--- config.mk ---
export PLATFORM = sky130hd
export DESIGN_NAME = mem_access_unit
export DESIGN_NICKNAME = d
export VERILOG_FILES = /design/src/rtl/mem_pkg.sv /design/src/rtl/mem_lane_align.sv /design/src/rtl/mem_access_unit.sv
export SDC_FILE = /design/constraint.sdc
export NUM_CORES = 1
export LEC_CHECK = 0
export CAP_MARGIN = 0
export CORE_ASPECT_RATIO = 0.9
export CORE_MARGIN = 1.5
export CORE_UTILIZATION = 45
export CTS_BUF_LIST = sky130_fd_sc_hd__clkbuf_4
export DETAILED_ROUTE_END_ITERATION = 8
export PLACE_DENSITY = 0.87
export SLEW_MARGIN = 20
export SYNTH_ARGS = -nofsm -noshare
export SYNTH_HDL_FRONTEND = slang
export SYNTH_SLANG_ARGS = --single-unit
export TNS_END_PERCENT = 10
--- constraint.sdc ---
create_clock -name clock -period 2.54 [get_ports clock]
set_clock_uncertainty 0.2 [all_clocks]
set_input_delay 0.381 -clock clock [delete_from_list [all_inputs] [get_ports clock]]
set_output_delay 0.381 -clock clock [all_outputs]
set_load 0.01 [all_outputs]
--- src/rtl/mem_pkg.sv ---
// Shared definitions for the load/store front end: size codes, FSM states,
// default widths and the alignment rule.
package mem_pkg;

    localparam int ADDR_W_DEF = 8;
    localparam int DATA_W_DEF = 32;

    localparam logic [1:0] SZ_BYTE = 2'b00;
    localparam logic [1:0] SZ_HALF = 2'b01;
    localparam logic [1:0] SZ_WORD = 2'b10;

    typedef enum logic [2:0] {
        ST_IDLE,
        ST_RD,
        ST_CAP,
        ST_WR,
        ST_RESP,
        ST_ERR
    } state_t;

    // Size 11 is never legal; halves need an even address, words a multiple of 4.
    function automatic logic isAligned(input logic [1:0] size, input logic [1:0] offset);
        case (size)
            SZ_BYTE: return 1'b1;
            SZ_HALF: return ~offset[0];
            SZ_WORD: return (offset == 2'b00);
            default: return 1'b0;
        endcase
    endfunction

endpackage

--- src/rtl/mem_lane_align.sv ---
// Combinational byte-lane logic: extracts and extends load data from a memory
// word, and merges sub-word store data into a word. Lanes are little-endian.
module mem_lane_align
    import mem_pkg::*;
(
    input  logic [1:0]  offset,
    input  logic [1:0]  size,
    input  logic        isSigned,
    input  logic [31:0] word,
    input  logic [31:0] wdata,
    output logic [31:0] loadData,
    output logic [31:0] mergedWord
);

    logic [7:0]  byteLane;
    logic [15:0] halfLane;

    always_comb begin
        byteLane   = word[{offset, 3'b000} +: 8];
        halfLane   = word[{offset[1], 4'b0000} +: 16];
        loadData   = word;
        mergedWord = word;
        case (size)
            SZ_BYTE: begin
                loadData = {{24{isSigned & byteLane[7]}}, byteLane};
                mergedWord[{offset, 3'b000} +: 8] = wdata[7:0];
            end
            SZ_HALF: begin
                loadData = {{16{isSigned & halfLane[15]}}, halfLane};
                mergedWord[{offset[1], 4'b0000} +: 16] = wdata[15:0];
            end
            default: begin
                loadData   = word;
                mergedWord = wdata;
            end
        endcase
    end

endmodule

--- src/rtl/mem_access_unit.sv ---
// Load/store front end for the word-wide data memory: handshake, alignment
// check, read-modify-write for sub-word stores and extended load responses.
module mem_access_unit
    import mem_pkg::*;
#(
    parameter int ADDR_W = ADDR_W_DEF,
    parameter int DATA_W = DATA_W_DEF
) (
    input  logic              clock,
    input  logic              reset_n,
    input  logic              req_valid,
    output logic              req_ready,
    input  logic              req_write,
    input  logic [1:0]        req_size,
    input  logic              req_signed,
    input  logic [ADDR_W-1:0] req_addr,
    input  logic [DATA_W-1:0] req_wdata,
    output logic              resp_valid,
    output logic [DATA_W-1:0] resp_rdata,
    output logic              resp_error,
    output logic [ADDR_W-1:0] Address,
    output logic              MemRead,
    output logic              MemWrite,
    output logic [DATA_W-1:0] writeData,
    input  logic [DATA_W-1:0] ReadData
);

    state_t            state;
    state_t            nextState;
    logic [ADDR_W-1:0] reqAddrQ;
    logic [1:0]        reqSizeQ;
    logic              reqWriteQ;
    logic              reqSignedQ;
    logic [DATA_W-1:0] reqWdataQ;
    logic [DATA_W-1:0] dataQ;
    logic              accept;
    logic              reqBad;
    logic [DATA_W-1:0] loadData;
    logic [DATA_W-1:0] mergedWord;

    assign accept = req_valid & req_ready;
    assign reqBad = ~isAligned(req_size, req_addr[1:0]);

    mem_lane_align uAlign (
        .offset    (reqAddrQ[1:0]),
        .size      (reqSizeQ),
        .isSigned  (reqSignedQ),
        .word      (ReadData),
        .wdata     (reqWdataQ),
        .loadData  (loadData),
        .mergedWord(mergedWord)
    );

    always_ff @(posedge clock or negedge reset_n) begin
        if (!reset_n) begin
            state      <= ST_IDLE;
            reqAddrQ   <= '0;
            reqSizeQ   <= '0;
            reqWriteQ  <= 1'b0;
            reqSignedQ <= 1'b0;
            reqWdataQ  <= '0;
            dataQ      <= '0;
        end else begin
            state <= nextState;
            if (accept) begin
                reqAddrQ   <= req_addr;
                reqSizeQ   <= req_size;
                reqWriteQ  <= req_write;
                reqSignedQ <= req_signed;
                reqWdataQ  <= req_wdata;
                dataQ      <= req_wdata;
            end else if (state == ST_CAP) begin
                // dataQ becomes the word to write back or the load result.
                dataQ <= reqWriteQ ? mergedWord : loadData;
            end
        end
    end

    always_comb begin
        nextState  = state;
        req_ready  = 1'b0;
        resp_valid = 1'b0;
        resp_error = 1'b0;
        resp_rdata = '0;
        MemRead    = 1'b0;
        MemWrite   = 1'b0;
        writeData  = '0;
        Address    = {reqAddrQ[ADDR_W-1:2], 2'b00};
        case (state)
            ST_IDLE: begin
                req_ready = 1'b1;
                if (accept) begin
                    if (reqBad)
                        nextState = ST_ERR;
                    else if (req_write && req_size == SZ_WORD)
                        nextState = ST_WR;
                    else
                        nextState = ST_RD;
                end
            end
            ST_RD: begin
                MemRead   = 1'b1;
                nextState = ST_CAP;
            end
            ST_CAP: begin
                nextState = reqWriteQ ? ST_WR : ST_RESP;
            end
            ST_WR: begin
                MemWrite  = 1'b1;
                writeData = dataQ;
                nextState = ST_RESP;
            end
            ST_RESP: begin
                resp_valid = 1'b1;
                resp_rdata = reqWriteQ ? '0 : dataQ;
                nextState  = ST_IDLE;
            end
            ST_ERR: begin
                resp_valid = 1'b1;
                resp_error = 1'b1;
                nextState  = ST_IDLE;
            end
            default: nextState = ST_IDLE;
        endcase
    end

endmodule

==> flow_summary.toml, run 1 <==
[pwr]
internal-power_mw = 4.85
p_leak_nw = 3.42
powerDensity_nw_per_um2 = 1180
p_comb_share_pct = 61.0
pwr-share-clk_pct = 9.8
p_sw_share_pct = 45.9
power.sequential.fraction_pct = 29.2
power_switching_mw = 4.11
irDropWorstVdd_mv = 0.725

[drt]
post_drt_wl_per_cell_um = 21.9
vias = 5757
drcViolationCount = 0
antenna_left = 0
wl_um = 20500
firstDrtPassIters = 6
viasPerCell = 6.13
drt_first_iter_violations = 638

[cts]
cts_max_level = 3
root_buffer = "clkbuf_4"
cts_tree = "yes"
cts_setup_buffers = 0
cts_buffers = 9
clkLatencyLatePin_ns = 0.47
cts_sinks = 79
cts_buffer_depth = 2
clkTransAtPathRegs_ns = 0.14

[layout]
final_nets = 858
instances_no_fill = 939
final_cell_mix = "clkdlybuf4s50_1, dfrtp_1, and2_1, dlygate4sd2_1, a21oi_1"
antennaDiodeCount = 0
final_common_cell = "clkdlybuf4s50_1"
stdcell_area_um2 = 7570
fillCellCount = 1027
drive_gt1_share_pct = 16.8
area_delta_synth_final_pct = 37.6

[grt]
grt_use_total_pct = 32.4
grt_max_degree = 44
grt_pass1_vias = 5661
antenna_found_initial = 0
gr-total-overflow = 0
grt_pass1_wl_um = 31700

[critical_path]
crit_path_cell_trace = "nor2b_2 -> nor3b_4 -> buf_6 -> and2_1 -> dlygate4sd2_1"
cp.required_ns = 1.96
worst_path_max_delay_cell = "dfrtp_1"
worstPathArrival_ns = 1.95
cp_max_fo = 20
cp-end-kind = "output pin"
reg2reg_from = "reqAddrQ[1]$_DFFE_PN0P_"
worst_r2r_path_depth = 7
rrSetupSlack_ns = 0.17
rr_endpoint = "dataQ[11]$_DFFE_PN0P_"
setup.worst_path.class = "flop to output pin"
max_stage_delay_ns = 0.44
startpoint_type = "flop"

[logic_synthesis]
synth_sequential_area_ratio_pct = 35.9
yosysWarnings = 0
syn_area_um2 = 5500
synthCells = 609
synth_top_family_by_area = "compound AO/OA/AOI/OAI gates"
synth_xor_area_share_pct = 0
avgSynthCellArea_um2 = 9.04
ys_seq_elements = 79
synthSimpleGateAreaFrac_pct = 17.2
yosys-mux-area-fraction_pct = 13.0
async_reset_ff_share_pct = 100
synth_flop_cell = "dfrtp_1"
synth_compound_area_share_pct = 26.1
synth_edf_count = 0
synthAdderAreaFrac_pct = 1.14
synth_cell_types = 54

[timing]
min_period_over_period_pct = 99.7
drv_slew = 0
finalHoldViolations = 0
setup_viol = 0
min_period_ns = 2.53
setup_slack_ns = 0.00825
max_freq_mhz = 395
relSlewSlack_pct = 60.7
tightest_slew_ns = 0.588
rsz0062_at_grt = "true"

[die]
die_y_um = 108
core_um2 = 12000
io_pins = 156
die-area_um2 = 12900
start_util_pct = 45.9
dieWidth_um = 120
row_count = 38

[placed_design]
dp_hpwl_um = 15400
place_inst = 922
io_buffers = 153
place_area_um2 = 7430
dp_slack_ns = -0.0269
gp_congestion = 0.960

[run]
cap_violations = 0

[run_status]
status = "finished clean"

[hold_path]
hold_path.class = "input port to asynchronous set/reset pin"
[power by group through the flow]
stage / clock (mW) / sequential [mW] / combinational, mW
after floorplan: 0 / 2.24 / 3.62
after global placement: 0 / 2.57 / 5.34
after detailed placement: 0 / 2.59 / 5.44
after CTS: 0.897 / 2.58 / 5.39
after global routing: 0.945 / 2.67 / 5.93
final: 0.882 / 2.62 / 5.47
[logic make-up (layout without fill, tap and decap cells)]
| group | Yosys count | in the layout |
|---|---|---|
| multiplexers | 65 | 65 |
| adder cells (fa/ha/maj) | 5 | 5 |
| buffers and inverters | 77 | 246 |
| flip-flops | 79 | 79 |
| other | 1 | 2 |
| AO/OA/AOI/OAI | 210 | 210 |
| AND/OR/NAND/NOR | 172 | 172 |
[worst max-delay path by stage]
stage	startpoint	endpoint	slack [ns]	cells after the start
6_report	state[1]$_DFFE_PN0P_	resp_rdata[0]	0.008	5
5_1_grt	state[2]$_DFFE_PN0P_	resp_rdata[6]	-0.10	5
4_1_cts	state[1]$_DFFE_PN0P_	writeData[17]	-0.22	5
3_5_place_dp	ReadData[23]	dataQ[11]$_DFFE_PN0P_	-0.03	5
3_3_place_gp	ReadData[31]	dataQ[10]$_DFFE_PN0P_	-0.01	5
2_1_floorplan	reqAddrQ[1]$_DFFE_PN0P_	dataQ[10]$_DFFE_PN0P_	0.02	10
[flip-flops by register name, indices dropped and copies added (netlist names)]
signal,flops
dataQ,32
reqAddrQ,8
reqSignedQ,1
reqSizeQ,2
reqWdataQ,32
reqWriteQ,1
state,3
[stage by stage]
step                total power, mW  hold slack [ns]  setup TNS [ns]  utilization [%]
detailed placement             8.03            0.211          -0.183             62.0
CTS                            8.87            0.226          -0.858             63.1
finish                         8.96            0.219               0             63.2
floorplan                      5.85           -0.115               0                -
global placement               7.91            0.207         -0.0830             62.0
global route                   9.55            0.249           -3.21             63.2
[what timing repair did]
action / in CTS / in global routing
endpoints found under the setup margin: 66 / 79
gates cloned: 0 / 0
hold buffers: 1 / 0
endpoints found under the hold margin: 40 / 0
resized for setup: 72 / 9
[worst max-delay path: cells and delay by family, from the launching register on]
family	cells	cell delay (ns)
simple gates	3	0.58
flops	1	0.44
buf+inv	2	0.46
[synthesized netlist by cell type, types with 3 or more instances]
| cell type | number | area share (%) |
|---|---|---|
| inv_1 | 16 | 1.1 |
| clkbuf_1 | 28 | 1.9 |
| mux2_2 | 41 | 8.4 |
| buf_2 | 14 | 1.3 |
| nor3_1 | 19 | 1.7 |
| nand3_1 | 8 | 0.73 |
| o21ai_0 | 35 | 3.2 |
| o22ai_1 | 14 | 1.6 |
| ha_1 | 5 | 1.1 |
| a222oi_1 | 8 | 1.5 |
| o21ai_1 | 13 | 1.2 |
| nor2_1 | 16 | 1.1 |
| buf_4 | 9 | 1.2 |
| and2_1 | 66 | 7.5 |
| nand2b_1 | 3 | 0.34 |
| nand2_1 | 36 | 2.5 |
| o211ai_1 | 10 | 1.4 |
| buf_6 | 3 | 0.61 |
| dfrtp_1 | 79 | 36 |
| mux2i_1 | 23 | 4.2 |
| nor2b_1 | 6 | 0.68 |
| a221oi_1 | 16 | 2.5 |
| nor3b_1 | 3 | 0.41 |
| a21oi_1 | 49 | 4.5 |
| a22oi_1 | 32 | 4.4 |
| o22a_1 | 8 | 1.3 |
| a221o_1 | 15 | 2.7 |
| clkinv_1 | 3 | 0.20 |
[layout make-up]
type                            instances  area, um2  share of cell area, %
Clock buffer                            9       67.6                  0.892
Clock inverter                          7       87.6                   1.16
Inverter                               20       76.3                   1.01
Multi-Input combinational cell        454       3200                   42.2
Sequential cell                        79       1980                   26.1
Tap cell                              160        200                   2.64
Timing Repair Buffer                  210       1970                   26.0
[layer usage]
| layer | up-vias | wire (um) | global-route usage [%] |
|---|---|---|---|
| li1 | 2585 | - | - |
| met1 | 2780 | 8600 | 43.5 |
| met2 | 330 | 9280 | 50.4 |
| met3 | 62 | 1850 | 7.36 |
| met4 | 0 | 797 | 13.9 |
| met5 | - | 0 | 0 |
No activity file was read; power rests on OpenSTA's default activity.
==> run 2: changes to the inputs <==
--- a/config.mk
+++ b/config.mk
@@ -8,12 +8,13 @@
 export CAP_MARGIN = 0
 export CORE_ASPECT_RATIO = 0.9
 export CORE_MARGIN = 1.5
-export CORE_UTILIZATION = 45
+export CORE_UTILIZATION = 46
 export CTS_BUF_LIST = sky130_fd_sc_hd__clkbuf_4
 export DETAILED_ROUTE_END_ITERATION = 8
-export PLACE_DENSITY = 0.87
+export PLACE_DENSITY = 0.88
 export SLEW_MARGIN = 20
 export SYNTH_ARGS = -nofsm -noshare
 export SYNTH_HDL_FRONTEND = slang
+export SYNTH_HIERARCHICAL = 1
 export SYNTH_SLANG_ARGS = --single-unit
 export TNS_END_PERCENT = 10
==> run 2 against run 1 <==
  * Clock power decreased by 12%
  * Critical path type unchanged
  * Sequential share of layout area shrank 0.59 points
  * Cell count increased by 9.6%
  * The flow now finishes with violations (negative setup slack)
  * Global-route usage fell by 4.1 points
  * Via count grew 2.1%
  * Largest cell class unchanged
  * Fmax is 0.34% lower
  * Non-clock buffer count up 1
  * Worst hold slack improved by 0.015 ns
  * Highest routed layer unchanged
  * Core utilization up 0.33 points
  * Critical path depth up 1
==> flow_summary.toml, run 2 <==
[drt]
viasPerCell = 5.71
antenna_left = 0
vias = 5880
post_drt_wl_per_cell_um = 18.5
wl_um = 19000
drcViolationCount = 0
firstDrtPassIters = 7
drt_first_iter_violations = 708

[placed_design]
place_area_um2 = 7630
io_buffers = 153
gp_congestion = 1.03
place_inst = 1003
dp_hpwl_um = 13400
dp_slack_ns = -0.0609

[layout]
instances_no_fill = 1029
reg_top3 = "dataQ: 32 flops, reqWdataQ: 32 flops, reqAddrQ: 8 flops"
area_delta_synth_final_pct = 32.9
final_nets = 948
stdcell_area_um2 = 7760
final_util_pct = 63.5
antennaDiodeCount = 0
final_common_cell = "nand2_1"
final-seq-area_um2 = 1980
final_cell_mix = "nand2_1, clkdlybuf4s50_1, dfrtp_1, and2_1, o21ai_0"
fillCellCount = 1062
drive_gt1_share_pct = 20.4
multi_input_area_um2 = 3520

[cts]
cts_buffers = 9
clkTransAtPathRegs_ns = 0.12
cts_buffer_depth = 2
root_buffer = "clkbuf_4"
cts_sinks = 79
cts_tree = "yes"
cts_max_level = 3
clkLatencyLatePin_ns = 0.46

[pwr]
powerDensity_nw_per_um2 = 1160
power_switching_mw = 4.15
irDropWorstVdd_mv = 0.697
p_leak_nw = 3.88
p_comb_share_pct = 63.8
pwr-share-clk_pct = 8.6
p_sw_share_pct = 46.2
power_mw = 8.97
internal-power_mw = 4.83
power.sequential.fraction_pct = 27.6

[logic_synthesis]
yosysMostFrequentCell = "nand2_1"
avgSynthCellArea_um2 = 8.30
synthCells = 704
yosysWarnings = 6
ys_seq_elements = 79
syn_area_um2 = 5840
synth_cell_types = 48
synth_largest_area_cell = "dfrtp_1"
synth_flop_cell = "dfrtp_1"
synth_sequential_area_ratio_pct = 33.8
synth_edf_count = 0
ys_top_cells_by_area = "dfrtp_1, nand2_1, mux2_2"
synth.top_cell.area_share_pct = 33.8
async_reset_ff_share_pct = 100
ys_top_cells_by_count = "nand2_1, dfrtp_1, and2_1"

[critical_path]
path_depth = 6
worst_path_max_delay_cell = "dfrtp_1"
crit_path_cell_trace = "inv_2 -> nor3b_4 -> buf_6 -> buf_6 -> and2_1 -> dlygate4sd2_1"
rrSetupSlack_ns = 0.09
crit_path_frequent_cell = "buf_6"
cp_num_buf_inv = 4
worst_r2r_path_depth = 9
max_stage_delay_ns = 0.45
cp_max_fo = 9
startpoint_type = "flop"
rr_endpoint = "dataQ[14]$_DFFE_PN0P_"
cp_top_family = "buffers and inverters"
cp-end-kind = "output pin"
setup.worst_path.class = "flop to output pin"
reg2reg_from = "reqAddrQ[1]$_DFFE_PN0P_"
cp.required_ns = 1.96
worstPathArrival_ns = 1.96

[timing]
max_freq_mhz = 394
setup_viol = 1
finalHoldViolations = 0
setup_tns_ns = -0.000417
tightest_slew_ns = 0.767
setup_slack_ns = -0.000417
min_period_over_period_pct = 100
min_period_ns = 2.54
rsz0062_at_grt = "true"
drv_slew = 0
relSlewSlack_pct = 48.6
hold_ws_ns = 0.234

[grt]
grt_pass1_vias = 5492
grt_use_total_pct = 28.3
antenna_found_initial = 0
grt_pass1_wl_um = 29100
gr-total-overflow = 0
grt_max_degree = 63

[hold_path]
min_from = "req_addr[5]"
hold_end = "reqAddrQ[5]$_DFFE_PN0P_"
hold_path.class = "input port to flop"
hold_depth = 3

[die]
start_util_pct = 47.8
core_um2 = 12200
die-area_um2 = 13400
dieWidth_um = 122
row_count = 38
io_pins = 156
die_y_um = 110

[run_status]
violations = "negative setup slack"
status = "finished with violations"

[run]
cap_violations = 0
## run 2: final cells by class
cell class | count | area share (%)
Multi-Input combinational cell | 548 | 45.4
Sequential cell | 79 | 25.5
Timing Repair Buffer | 211 | 24.0
Tap cell | 160 | 2.58
Clock buffer | 12 | 1.16
Inverter | 15 | 0.725
Clock inverter | 4 | 0.596
## run 2: layer usage
metal | GRT usage, % | vias to the layer above | share of wire [%]
met4 | 7.82 | 0 | 1.8
met1 | 38.8 | 2796 | 43
met5 | 0 | - | 0
met2 | 45.5 | 300 | 47
li1 | - | 2758 | -
met3 | 5.71 | 26 | 8.3
## run 2: power by group through the flow
| stage | sequential [mW] | clock [mW] | combinational (mW) |
|---|---|---|---|
| global route | 2.54 | 0.829 | 6.24 |
| floorplan | 2.20 | 0 | 4.08 |
| finish | 2.47 | 0.772 | 5.73 |
| detailed placement | 2.47 | 0 | 5.57 |
| CTS | 2.45 | 0.766 | 5.56 |
| global placement | 2.45 | 0 | 5.45 |
## run 2: worst max path at each step
stage,startpoint,to
2_1_floorplan,reqAddrQ[1]$_DFFE_PN0P_,dataQ[5]$_DFFE_PN0P_
3_3_place_gp,ReadData[15],dataQ[19]$_DFFE_PN0P_
3_5_place_dp,ReadData[15],dataQ[31]$_DFFE_PN0P_
4_1_cts,state[2]$_DFFE_PN0P_,resp_rdata[22]
5_1_grt,state[1]$_DFFE_PN0P_,writeData[10]
6_report,state[1]$_DFFE_PN0P_,writeData[10]
## run 2: worst reg2reg max path: stages, from the launching register on
cell	delay (ns)
dfrtp_2	0.49
inv_2	0.12
buf_6	0.18
ha_1	0.21
nor2_2	0.12
a222oi_1	0.37
o21ai_0	0.14
mux2_2	0.28
mux2i_1	0.13
o21ai_0	0.09
## run 2: cell families (layout without fill, tap and decap cells)
family	after synthesis	in the layout	share of synthesized area (%)
buffers and inverters	78	242	7.05
multiplexers	81	81	14.7
AND/OR/NAND/NOR	297	297	23.8
flip-flops	79	79	33.8
other	1	2	0.0642
AO/OA/AOI/OAI	163	163	19.4
adder cells (fa/ha/maj)	5	5	1.07
## run 2: what timing repair did
item,in CTS,in global routing
cloned,0,2
endpoints found under the hold margin,60,0
endpoints found under the setup margin,74,70
hold buffers,1,0
resized for setup,57,100
buffers inserted,1,6
pin swaps,0,5
==> run 3: changes to the inputs <==
--- a/config.mk
+++ b/config.mk
@@ -11,6 +11,7 @@
 export CORE_UTILIZATION = 46
 export CTS_BUF_LIST = sky130_fd_sc_hd__clkbuf_4
 export DETAILED_ROUTE_END_ITERATION = 8
+export GPL_TIMING_DRIVEN = 0
 export PLACE_DENSITY = 0.88
 export SLEW_MARGIN = 20
 export SYNTH_ARGS = -nofsm -noshare
==> run 3 against run 2 <==
  * Clock power decreased by 15%
  * Core utilization increased by 1.7 points
  * Non-clock buffer count increased by 27
  * The run still ends with negative setup slack left
  * Global-route usage increased by 4.5 points
  * Sequential cell count unchanged
  * Wire length increased by 14%
  * Cell count increased by 2.6%
  * Design area increased by 2.6%
  * Largest power group unchanged
  * Combinational power increased by 14%
==> flow_summary.toml, run 3 (synthesis results as in run 2) <==
[run_status]
status = "finished with violations"
violations = "negative setup slack"

[critical_path]
worstPathArrival_ns = 2.71
cp-end-kind = "flop"
worst_r2r_path_depth = 9
cp.required_ns = 2.67
cp_max_fo = 10
rrSetupSlack_ns = -0.04
setup.worst_path.class = "flop to flop"
startpoint_type = "flop"

[timing]
max_freq_mhz = 388
rsz0062_at_grt = "true"
tightest_slew_ns = 0.724
hold_ws_ns = 0.205
drv_slew = 0
min_period_ns = 2.58
setup_viol = 14
relSlewSlack_pct = 51.7
finalHoldViolations = 0
min_period_over_period_pct = 101
setup_slack_ns = -0.0377

[pwr]
p_leak_nw = 3.73
powerDensity_nw_per_um2 = 1210
irDropWorstVdd_mv = 0.636

[drt]
post_drt_wl_per_cell_um = 20.4
wl_um = 21600
drt_first_iter_violations = 639
antenna_left = 0
drcViolationCount = 0
firstDrtPassIters = 6
viasPerCell = 5.93
vias = 6257

[grt]
grt_use_total_pct = 32.8
grt_max_degree = 47
antenna_found_initial = 0
gr-total-overflow = 0
grt_pass1_vias = 6129
grt_pass1_wl_um = 33000

[placed_design]
place_area_um2 = 7630
gp_congestion = 1.03
dp_hpwl_um = 15500
io_buffers = 153
dp_slack_ns = -0.523

[die]
dieWidth_um = 122
start_util_pct = 47.8
die_y_um = 110
core_um2 = 12200
die-area_um2 = 13400
row_count = 38
io_pins = 156

[cts]
cts_tree = "yes"
cts_buffer_depth = 2
clkTransAtPathRegs_ns = 0.13
cts_buffers = 9
root_buffer = "clkbuf_4"
clkLatencyLatePin_ns = 0.46
cts_max_level = 3
cts_sinks = 79

[layout]
stdcell_area_um2 = 7970
drive_gt1_share_pct = 24.8
area_delta_synth_final_pct = 36.4
final_cell_mix = "nand2_1, clkdlybuf4s50_1, dfrtp_1, and2_1, o21ai_0"
reg_top3 = "dataQ: 32 flops, reqWdataQ: 32 flops, reqAddrQ: 8 flops"
antennaDiodeCount = 0
final_common_cell = "nand2_1"
final_nets = 975

[run]
cap_violations = 0

[hold_path]
hold_path.class = "input port to asynchronous set/reset pin"
[run 3: cell count changes in the layout (fill, tap and decap cells not counted), moves of 7 or more]
cell            previous run  this run
buf_6                      6        22
o21ai_1                    3        13
mux2_4                     0         7
buf_2                      0        30
mux2_2                    40        33
and2_4                     0         9
o21ai_0                   54        44
clkbuf_1                   0         9
and2_1                    65        56
dlymetal6s2s_1            19         1
buf_4                     51        35
[run 3: worst paths after layout]
path,startpoint,endpoint
max,reqAddrQ[1]$_DFFE_PN0P_,dataQ[18]$_DFFE_PN0P_
min reg2reg,reqAddrQ[7]$_DFFE_PN0P_,reqAddrQ[7]$_DFFE_PN0P_
min in group clock,req_addr[7],reqAddrQ[7]$_DFFE_PN0P_
max in group asynchronous,reset_n,reqAddrQ[0]$_DFFE_PN0P_
max reg2reg,reqAddrQ[1]$_DFFE_PN0P_,dataQ[18]$_DFFE_PN0P_
min,reset_n,dataQ[9]$_DFFE_PN0P_
[run 3: critical path: stages, from the launching register on]
cell and delay (ns):
dfrtp_1 0.42, buf_6 0.17, buf_4 0.13, clkbuf_4 0.20, mux2_2 0.34, a221oi_1 0.31, o32ai_1 0.16, mux2_2 0.29
mux2i_1 0.13, o21ai_0 0.09
[run 3: power by group]
part	total (mW)	internal, mW	switching [mW]
Clock	0.658	0.190	0.468
Combinational	6.55	3.00	3.55
Sequential	2.44	1.87	0.572
Total	9.65	5.06	4.59
[run 3: what timing repair did]
action,in CTS,in global routing
pin swaps,3,11
setup buffers,10,14
hold endpoints to repair,33,0
gates resized for setup,193,106
cloned,1,0
hold buffers,1,0
endpoints found under the setup margin,97,93
[run 3: through the flow]
stage               setup TNS (ns)  util, %  instances  power (mW)
floorplan                        0        -        705        6.29
global placement           -174.81     62.2       1018        8.11
detailed placement          -32.68     62.4       1019        8.26
CTS                         -0.214     64.5       1047        9.19
global route                 -2.46     65.2       1056        10.3
finish                      -0.196     65.2       1056        9.65
[run 3: cell type report]
class | instances | area (um2)
clock buffer | 9 | 67.6
buffer | 58 | 437
fill | 1072 | 4250
sequential | 79 | 1980
multi-input combinational | 548 | 3590
timing repair buffer | 180 | 1580
clock inverter | 7 | 40.0
tap | 160 | 200
inverter | 15 | 72.6
[run 3: metal layers]
layer  track usage (%)  vias to the layer above  wire length (um)
li1                  -                     2823                 -
met1              42.1                     2942              8570
met2              52.7                      416              9890
met3              7.21                       76              2340
met4              15.4                        0               794
met5                 0                        -                 0
